`config.mk`:
```
export PLATFORM = sky130hd
export DESIGN_NAME = spi_arbiter
export DESIGN_NICKNAME = d
export VERILOG_FILES = /design/src/rtl/spi_pkg.sv /design/src/rtl/spi_rr_picker.sv /design/src/rtl/spi_arbiter.sv
export SDC_FILE = /design/constraint.sdc
export NUM_CORES = 1
export LEC_CHECK = 0
export ABC_AREA = 1
export BUFFER_PORTS_ARGS = -buffer_cell sky130_fd_sc_hd__buf_2
export CAP_MARGIN = 0
export CORE_MARGIN = 2
export CORE_UTILIZATION = 43
export CTS_CLUSTER_SIZE = 12
export DETAILED_ROUTE_END_ITERATION = 12
export PLACE_DENSITY_LB_ADDON = 0.12
export SYNTH_ARGS = -nofsm -noshare
export SYNTH_HDL_FRONTEND = slang
export SYNTH_SLANG_ARGS = --single-unit
```
`constraint.sdc`:
```
create_clock -name i_clock -period 1.6 [get_ports i_clock]
set_input_delay 0.4 -clock i_clock [delete_from_list [all_inputs] [get_ports i_clock]]
set_output_delay 0.4 -clock i_clock [all_outputs]
set_load 0.05 [all_outputs]
```
`src/rtl/spi_pkg.sv`:
```
// Shared types and helpers for the SPI arbiter slice: FSM states, default word width
// and the round-robin search used by the requester picker.
package spi_pkg;

    localparam int unsigned DEFAULT_SPI_DATA_WIDTH = 32;
    localparam int unsigned MAX_REQ                = 8;
    localparam int unsigned MAX_IDX_W              = 3;

    typedef enum logic [1:0] {
        IDLE,
        ACTIVE,
        RELEASE
    } arb_state_t;

    typedef struct packed {
        logic        valid;
        int unsigned idx;
    } rr_pick_t;

    // First set bit of req[0..n-1] searching upward from ptr, wrapping at n.
    function automatic rr_pick_t rr_select(input logic [MAX_REQ-1:0] req,
                                           input int unsigned        ptr,
                                           input int unsigned        n);
        rr_pick_t    pick;
        int unsigned j;
        pick = '0;
        for (int unsigned i = 0; i < MAX_REQ; i++) begin
            if (i < n && !pick.valid) begin
                j = (ptr + i) % n;
                if (req[j[MAX_IDX_W-1:0]]) begin
                    pick.valid = 1'b1;
                    pick.idx   = j;
                end
            end
        end
        return pick;
    endfunction

endpackage

```
`src/rtl/spi_rr_picker.sv`:
```
// Round-robin requester picker: combinational search from a registered pointer that
// moves to one past the winner whenever a grant is taken.
module spi_rr_picker
    import spi_pkg::*;
#(
    parameter int unsigned NUM_REQ = 4
) (
    input  logic                       i_clock,
    input  logic                       i_reset,
    input  logic [NUM_REQ-1:0]         req,
    input  logic                       advance,
    output logic [$clog2(NUM_REQ)-1:0] idx,
    output logic                       valid
);

    localparam int unsigned IDX_W = $clog2(NUM_REQ);

    logic [IDX_W-1:0] ptr_q, ptr_d;
    rr_pick_t         pick;

    always_comb begin
        pick  = rr_select(MAX_REQ'(req), 32'(ptr_q), NUM_REQ);
        idx   = IDX_W'(pick.idx);
        valid = pick.valid;
        ptr_d = ptr_q;
        if (advance) begin
            ptr_d = (32'(idx) == NUM_REQ - 1) ? '0 : idx + 1'b1;
        end
    end

    always_ff @(posedge i_clock or negedge i_reset) begin
        if (!i_reset) begin
            ptr_q <= '0;
        end else begin
            ptr_q <= ptr_d;
        end
    end

endmodule

```
`src/rtl/spi_arbiter.sv`:
```
// Shares one SPI master among NUM_REQ requesters, one whole transaction per grant,
// with a saturating watchdog that aborts a transaction whose done never comes.
module spi_arbiter
    import spi_pkg::*;
#(
    parameter int unsigned NUM_REQ        = 4,
    parameter int unsigned SPI_DATA_WIDTH = DEFAULT_SPI_DATA_WIDTH,
    parameter int unsigned TIMEOUT_CYCLES = 4096
) (
    input  logic                              i_clock,
    input  logic                              i_reset,
    input  logic [NUM_REQ-1:0]                i_req,
    input  logic [NUM_REQ*SPI_DATA_WIDTH-1:0] i_req_data,
    output logic [NUM_REQ-1:0]                o_gnt,
    output logic [NUM_REQ-1:0]                o_req_done,
    output logic [NUM_REQ-1:0]                o_req_err,
    output logic [SPI_DATA_WIDTH-1:0]         o_req_rdata,
    output logic                              o_spi_enable,
    output logic [SPI_DATA_WIDTH-1:0]         o_spi_data,
    input  logic                              i_spi_done,
    input  logic                              i_spi_busy,
    input  logic [SPI_DATA_WIDTH-1:0]         i_spi_data
);

    localparam int unsigned IDX_W    = $clog2(NUM_REQ);
    localparam int unsigned WD_W     = (TIMEOUT_CYCLES == 0) ? 1 : $clog2(TIMEOUT_CYCLES + 1);
    localparam int unsigned WD_LIMIT = (TIMEOUT_CYCLES == 0) ? 1 : TIMEOUT_CYCLES;
    localparam logic [WD_W-1:0] WD_MAX = WD_W'(WD_LIMIT);

    arb_state_t                state_q, state_d;
    logic [NUM_REQ-1:0]        gnt_q, gnt_d;
    logic [IDX_W-1:0]          owner_q, owner_d;
    logic [SPI_DATA_WIDTH-1:0] tx_q, tx_d;
    logic [SPI_DATA_WIDTH-1:0] rdata_q, rdata_d;
    logic                      en_q, en_d;
    logic [NUM_REQ-1:0]        done_q, done_d;
    logic [NUM_REQ-1:0]        err_q, err_d;
    logic [WD_W-1:0]           wd_q, wd_d;
    logic [IDX_W-1:0]          pick_idx;
    logic                      pick_valid;
    logic                      advance;
    logic                      timeout;

    spi_rr_picker #(
        .NUM_REQ (NUM_REQ)
    ) u_picker (
        .i_clock (i_clock),
        .i_reset (i_reset),
        .req     (i_req),
        .advance (advance),
        .idx     (pick_idx),
        .valid   (pick_valid)
    );

    // Counts only while ACTIVE and sticks at the limit instead of wrapping.
    always_comb begin
        wd_d = wd_q;
        if (state_q != ACTIVE) begin
            wd_d = '0;
        end else if (wd_q != WD_MAX) begin
            wd_d = wd_q + 1'b1;
        end
    end

    assign timeout = (TIMEOUT_CYCLES != 0) && (wd_q == WD_MAX);

    always_comb begin
        state_d = state_q;
        gnt_d   = gnt_q;
        owner_d = owner_q;
        tx_d    = tx_q;
        rdata_d = rdata_q;
        en_d    = en_q;
        done_d  = '0;
        err_d   = '0;
        advance = 1'b0;
        unique case (state_q)
            IDLE: begin
                if (pick_valid && !i_spi_busy) begin
                    advance         = 1'b1;
                    state_d         = ACTIVE;
                    owner_d         = pick_idx;
                    gnt_d           = '0;
                    gnt_d[pick_idx] = 1'b1;
                    tx_d            = i_req_data[32'(pick_idx) * SPI_DATA_WIDTH +: SPI_DATA_WIDTH];
                    en_d            = 1'b1;
                end
            end
            ACTIVE: begin
                // Done has priority over a watchdog expiry in the same cycle.
                if (i_spi_done) begin
                    state_d         = RELEASE;
                    gnt_d           = '0;
                    en_d            = 1'b0;
                    done_d[owner_q] = 1'b1;
                    rdata_d         = i_spi_data;
                end else if (timeout) begin
                    state_d        = RELEASE;
                    gnt_d          = '0;
                    en_d           = 1'b0;
                    err_d[owner_q] = 1'b1;
                end
            end
            RELEASE: begin
                state_d = IDLE;
            end
            default: begin
                state_d = IDLE;
            end
        endcase
    end

    always_ff @(posedge i_clock or negedge i_reset) begin
        if (!i_reset) begin
            state_q <= IDLE;
            gnt_q   <= '0;
            owner_q <= '0;
            tx_q    <= '0;
            rdata_q <= '0;
            en_q    <= 1'b0;
            done_q  <= '0;
            err_q   <= '0;
            wd_q    <= '0;
        end else begin
            state_q <= state_d;
            gnt_q   <= gnt_d;
            owner_q <= owner_d;
            tx_q    <= tx_d;
            rdata_q <= rdata_d;
            en_q    <= en_d;
            done_q  <= done_d;
            err_q   <= err_d;
            wd_q    <= wd_d;
        end
    end

    assign o_gnt        = gnt_q;
    assign o_req_done   = done_q;
    assign o_req_err    = err_q;
    assign o_req_rdata  = rdata_q;
    assign o_spi_enable = en_q;
    assign o_spi_data   = tx_q;

endmodule

```
==> impl_metrics.yaml, run 1 <==
run_status:
  status: "finished with violations"
  violations: "setup timing"
die:
  start_util_pct: 43.5
  io_pins: 245
  core_um2: 12500
  die-area_um2: 13500
  die_x_um: 116
  row_count: 41
  die_h_um: 116
hold_path:
  worstHoldStart: "i_spi_data[5]"
  min_path_cells: 2
  holdPathEnd: "o_req_rdata[5]"
  worst_hold_path_type: "in -> reg"
timing:
  slew_violations: 0
  period_share_pct: 127
  postLayoutSetupSlackWorst_ps: -434
  fmax_ghz: 0.492
  setup_violations: 44
  hold_viol: 0
  fin_hold_ws_ps: 280
  skew_ps: 10.9
  tns_ps: -16450
  tightest_slew_ps: 404
  rsz0062_at_grt: "yes"
  timing.slew.headroom_pct: 73.1
  finalCriticalPeriod_ps: 2030
cts:
  tritoncts: "yes"
  ctsLongestPathBuffers: 2
  cts-buffers-inserted: 9
  htree_num_levels: 3
  clock_latency_ps: 350
  clk_pin_slew_ps: 70
  cts_root_buf: "clkbuf_16"
  cts.sinks: 96
critical_path:
  r2r_slack_ps: -430
  cpMaxStageDelayCell: "dfrtp_2"
  required_ps: 1840
  worstPathArrival_ps: 2270
  max_stage_delay_ps: 460
  crit_path_end_kind: "flop"
  rr_endpoint: "o_spi_data[18]"
  cp_top_family: "simple AND/OR/NAND/NOR gates"
  critPathKind: "reg -> reg"
  path_cells: "inv_2, nand2_1, nand2_1, nand2_2, nand3_2, nand2_2, nor2_4, nand2_4, buf_12, clkbuf_16, nand3_1, nand2_1, nand2_1, nand2_1, nand2_1, nand2_1"
  critPathBufInv: 3
  start_kind: "flop"
  reg2reg_from: "u_picker.ptr_q[1]"
  critPathMostFrequentCell: "nand2_1"
  ff2ff_path_depth: 16
  path_max_fanout: 8
logic_synthesis:
  synth-edff-count: 0
  synth_cell_types: 25
  synth_area_um2: 5430
  synth_top_flop_cell: "dfrtp_1"
  seq_area_frac_synth_pct: 44.3
  ys_ff_latch: 96
  async_reset_ff_share_pct: 100
  syn_inst: 744
  synth_nets: 914
  yosys_warnings: 0
  syn_avg_cell_area_um2: 7.29
final_layout:
  final_nets: 1211
  fillCellCount: 1123
  area_delta_synth_final_pct: 52.7
  instances_no_fill: 1220
  drive_above_1_share_pct: 42.1
  fin_util_pct: 66.4
grt:
  grt_pass1_wl_mm: 25.3
  grt_pass1_vias: 5476
  track_usage_pct: 23.8
  antenna_found_initial: 4
  grt_max_degree: 39
  grt_overflow: 0
route:
  wl_per_cell_um: 14.6
  drc: 0
  ant_nets: 0
  vias_per_cell: 4.84
  drtPass1Iterations: 4
  drt_iter0_markers: 349
  vias: 5903
  wl_mm: 17.9
place:
  gp_congestion: 0.876
  hpwl_mm: 12.2
  dp_cells: 1178
  io_buffers: 244
pwr:
  powerDensity_nw_per_um2: 2670
  ir_drop_v: 0.00138
  p_leak_nw: 4.78
run:
  cap_violations: 0
logic make-up after synthesis:
group,share of synthesized area [%]
buffers and inverters,11.4
xor gates and xnor gates,0.484
DFF,44.3
adders and majority gates,0.461
muxes,6.64
AOI/OAI and AO/OA,2.91
and+or+nand+nor,33.9
metal layers:
metal | up-vias | global-route usage [%] | wire, um
met2 | 210 | 41.3 | 8840
li1 | 2921 | - | -
met1 | 2728 | 28.3 | 7040
met5 | - | 0 | 13
met3 | 42 | 6.38 | 1430
met4 | 2 | 9.13 | 527
repair_timing:
item	CTS	global route
hold buffers	1	0
setup endpoints to repair	46	53
gates resized for setup	20	86
cloned	1	11
pin swaps	8	29
buffers inserted	2	9
hold endpoints to repair	22	0
layout by cell type, fill, tap and decap left out, drive strengths merged, types with 14 or more instances in the layout:
cell type,synthesis,final
dfrtp,96,96
nor3,14,14
inv,101,101
nor2,14,14
nand2,297,297
o21ai,17,17
clkbuf,6,19
nand3,112,112
mux2,32,32
buf,33,316
stage by stage:
step	setup slack (ps)	instance area [um^2]	total power [mW]
floorplan	-113	5470	13.5
global placement	-410	7230	17.1
detailed placement	-382	7230	17.2
CTS	-345	7620	19.6
global route	-592	8280	23.6
finish	-434	8280	22.1
power breakdown:
| part | internal, mW | switching (mW) | leakage, nW |
|---|---|---|---|
| registers | 3.41 | 0.513 | 1.21 |
| clock network | 1.07 | 0.941 | 0.130 |
| logic | 6.25 | 9.91 | 3.44 |
| total | 10.7 | 11.4 | 4.78 |
synthesized netlist by cell type, types with 6 or more instances:
cell / count / share of area (%)
a21oi_1: 9 / 0.83
buf_2: 19 / 1.8
buf_4: 10 / 1.4
clkbuf_1: 6 / 0.42
dfrtp_1: 96 / 44
inv_1: 97 / 6.7
mux2_2: 32 / 6.6
nand2_1: 297 / 21
nand3_1: 112 / 10
nor2_1: 13 / 0.90
nor3_1: 13 / 1.2
o21ai_0: 15 / 1.4
flip-flops by register name (all words and copies together), names as in the netlist:
register and cells:
o_gnt 4, o_spi_enable 1, o_req_done 4, o_req_err 4
o_req_rdata 32, u_picker.ptr_q 2, o_spi_data 32, state_q 2
wd_q 13, owner_q 2
worst reg2reg max path: cells and delay by family (launching register included):
kind | cells | cell delay (ps)
and+or+nand+nor | 13 | 990
DFF | 1 | 460
buffers and inverters | 3 | 480
worst max-delay path by stage:
stage / start / end / slack [ps] / cells past startpoint
6_report: u_picker.ptr_q[1] / o_spi_data[18] / -430 / 16
5_1_grt: u_picker.ptr_q[0] / o_spi_data[14] / -590 / 15
4_1_cts: u_picker.ptr_q[0] / o_spi_data[19] / -350 / 15
3_5_place_dp: i_req[3] / u_picker.ptr_q[1] / -380 / 12
3_3_place_gp: i_req[3] / u_picker.ptr_q[1] / -410 / 12
2_1_floorplan: u_picker.ptr_q[0] / o_spi_data[24] / -110 / 15
layout make-up:
cell class / count / area, um^2 / share of cell area (%)
diodes: 2 / 5.00 / 0.0604
clock buffers: 11 / 233 / 2.81
clock inverters: 5 / 42.5 / 0.514
inverters: 101 / 384 / 4.64
multi-input cells: 508 / 2770 / 33.5
flip-flops and latches: 96 / 2400 / 29.0
well taps: 172 / 215 / 2.60
repair buffers: 325 / 2220 / 26.9
Note: power is estimated with default switching activity, not from simulation.
==> inputs of run 2 (changes only) <==
Settings changed: CELL_PAD_IN_SITES_DETAIL_PLACEMENT set to 0, CELL_PAD_IN_SITES_GLOBAL_PLACEMENT set to 1, CORE_UTILIZATION 43 to 29, TNS_END_PERCENT set to 100.
==> run 2 against run 1 <==
Net effect: the run still ends with setup timing left; first-iteration DRC count fell by 47%; via count fell by 1.8%; register-to-register slack got worse by 40 ps; critical path depth fell by 1; critical endpoint is now o_spi_data[21]; largest cell class unchanged; highest routed layer is now met4.
==> impl_metrics.yaml, run 2 (synthesis gave the netlist of run 1 again) <==
die:
  io_pins: 245
  die-area_um2: 19800
  start_util_pct: 29.3
  core_um2: 18500
  die_x_um: 141
  row_count: 50
  die_h_um: 141
timing:
  timing.slew.headroom_pct: 63.8
  setup_violations: 42
  hold_viol: 0
  fmax_ghz: 0.482
  skew_ps: 8.79
  slew_violations: 0
  postLayoutSetupSlackWorst_ps: -476
  rsz0062_at_grt: "yes"
  tightest_slew_ps: 543
  finalCriticalPeriod_ps: 2080
  period_share_pct: 130
critical_path:
  critPathMostFrequentCell: "nand2_2"
  crit_path_end_kind: "flop"
  max_stage_delay_ps: 450
  crit_start: "u_picker.ptr_q[0]"
  required_ps: 1840
  reg2reg_from: "u_picker.ptr_q[0]"
  r2r_slack_ps: -480
  path_cells: "clkbuf_16, o21ai_4, nand2_2, nand3_1, nand2_2, nor2_4, nand2_8, buf_12, buf_12, nand3_1, nand2_1, nand2_1, nand2_2, nand2_2, nand2_1"
  ff2ff_path_depth: 15
  worstPathArrival_ps: 2310
  cpMaxStageDelayCell: "dfrtp_2"
  path_max_fanout: 6
  crit_path_end: "o_spi_data[21]"
  start_kind: "flop"
  critPathKind: "reg -> reg"
  rr_endpoint: "o_spi_data[21]"
route:
  vias_per_cell: 4.55
  drc: 0
  wl_mm: 19.3
  ant_nets: 0
  vias: 5799
  drtPass1Iterations: 4
  drt_iter0_markers: 185
  wl_per_cell_um: 15.1
place:
  io_buffers: 244
  preCtsSetupSlack_ps: -519
  hpwl_mm: 13.2
  gp_congestion: 0.796
run_status:
  violations: "setup timing"
  status: "finished with violations"
grt:
  grt_overflow: 0
  antenna_found_initial: 0
  grt_max_degree: 37
  grt_pass1_wl_mm: 29.2
  grt_pass1_vias: 5620
  track_usage_pct: 18.6
cts:
  cts_root_buf: "clkbuf_16"
  ctsLongestPathBuffers: 2
  tritoncts: "yes"
  clock_latency_ps: 350
  cts-buffers-inserted: 9
  clk_pin_slew_ps: 70
  cts.sinks: 96
  htree_num_levels: 3
pwr:
  p_leak_nw: 4.83
  powerDensity_nw_per_um2: 2690
  ir_drop_v: 0.00118
  power_mw: 22.9
final_layout:
  mostFrequentLayoutCells: "nand2_1, buf_2, nand3_1"
  register_area_um2: 2400
  area_delta_synth_final_pct: 56.5
  final_nets: 1206
  fillCellCount: 1914
  drive_above_1_share_pct: 44.6
  multi_input_area_um2: 2840
  diodes: 0
hold_path:
  worst_hold_path_type: "in -> reg"
run:
  cap_violations: 0
[run 2: cell types whose count changed in the layout (fill, tap and decap cells not counted), sizes merged]
cell and change:
bufbuf +1, inv +3, nand2 +1, buf -7, clkinv -1, clkbuf -2
diode -2
[run 2: routing by layer]
layer | share of wire, % | track usage, % | vias to the layer above
met3 | 5.9 | 3.50 | 19
li1 | - | - | 2912
met2 | 49 | 32.4 | 172
met5 | 0 | 0 | -
met4 | 1.8 | 4.53 | 0
met1 | 44 | 23.8 | 2696
[run 2: metrics by stage]
step / instances / hold slack [ps] / util [%] / TNS (ps) / cell area, um^2
finish: 1275 / 278 / 45.8 / -17760 / 8490
global route: 1275 / 263 / 45.8 / -24240 / 8490
CTS: 1258 / 264 / 42.3 / -18750 / 7840
detailed placement: 1230 / 306 / 39.3 / -20830 / 7280
global placement: 1230 / 310 / 39.3 / -21110 / 7280
floorplan: 744 / 104 / - / -4040 / 5470
[run 2: what timing repair did]
action | 4_1_cts | 5_1_grt
hold buffers | 1 | 0
endpoints found under the setup margin | 47 | 54
setup buffers | 7 | 7
gates cloned | 4 | 10
gates resized for setup | 25 | 103
pin swaps | 4 | 42
hold endpoints to repair | 14 | 0
[run 2: layout make-up]
cell class / instances / share of cell area [%]
Timing Repair Buffer: 319 / 26.9
Clock inverter: 7 / 0.737
Multi-Input combinational cell: 509 / 33.4
Inverter: 101 / 4.50
Sequential cell: 96 / 28.3
Tap cell: 234 / 3.45
Clock buffer: 9 / 2.65
[run 2: critical path, delay by kind of cell, from the launching register on]
family | cells | cell delay [ps]
compound gates | 1 | 140
buf+inv | 3 | 470
flops | 1 | 450
simple gates | 11 | 900
[run 2: where the power goes]
group	internal (mW)	switching (mW)	leakage (nW)
combinational	6.54	10.3	3.48
clock	1.09	1.03	0.139
sequential	3.40	0.497	1.21
total	11.0	11.8	4.83
[run 2: how the worst min path moves through the flow]
stage,startpoint,endpoint,cells after the start
2_1_floorplan,i_reset,o_gnt[0],0
3_3_place_gp,i_reset,o_spi_data[9],1
3_5_place_dp,i_reset,o_req_rdata[23],1
4_1_cts,i_spi_data[6],o_req_rdata[6],2
5_1_grt,i_spi_data[1],o_req_rdata[1],2
6_report,i_spi_data[6],o_req_rdata[6],2
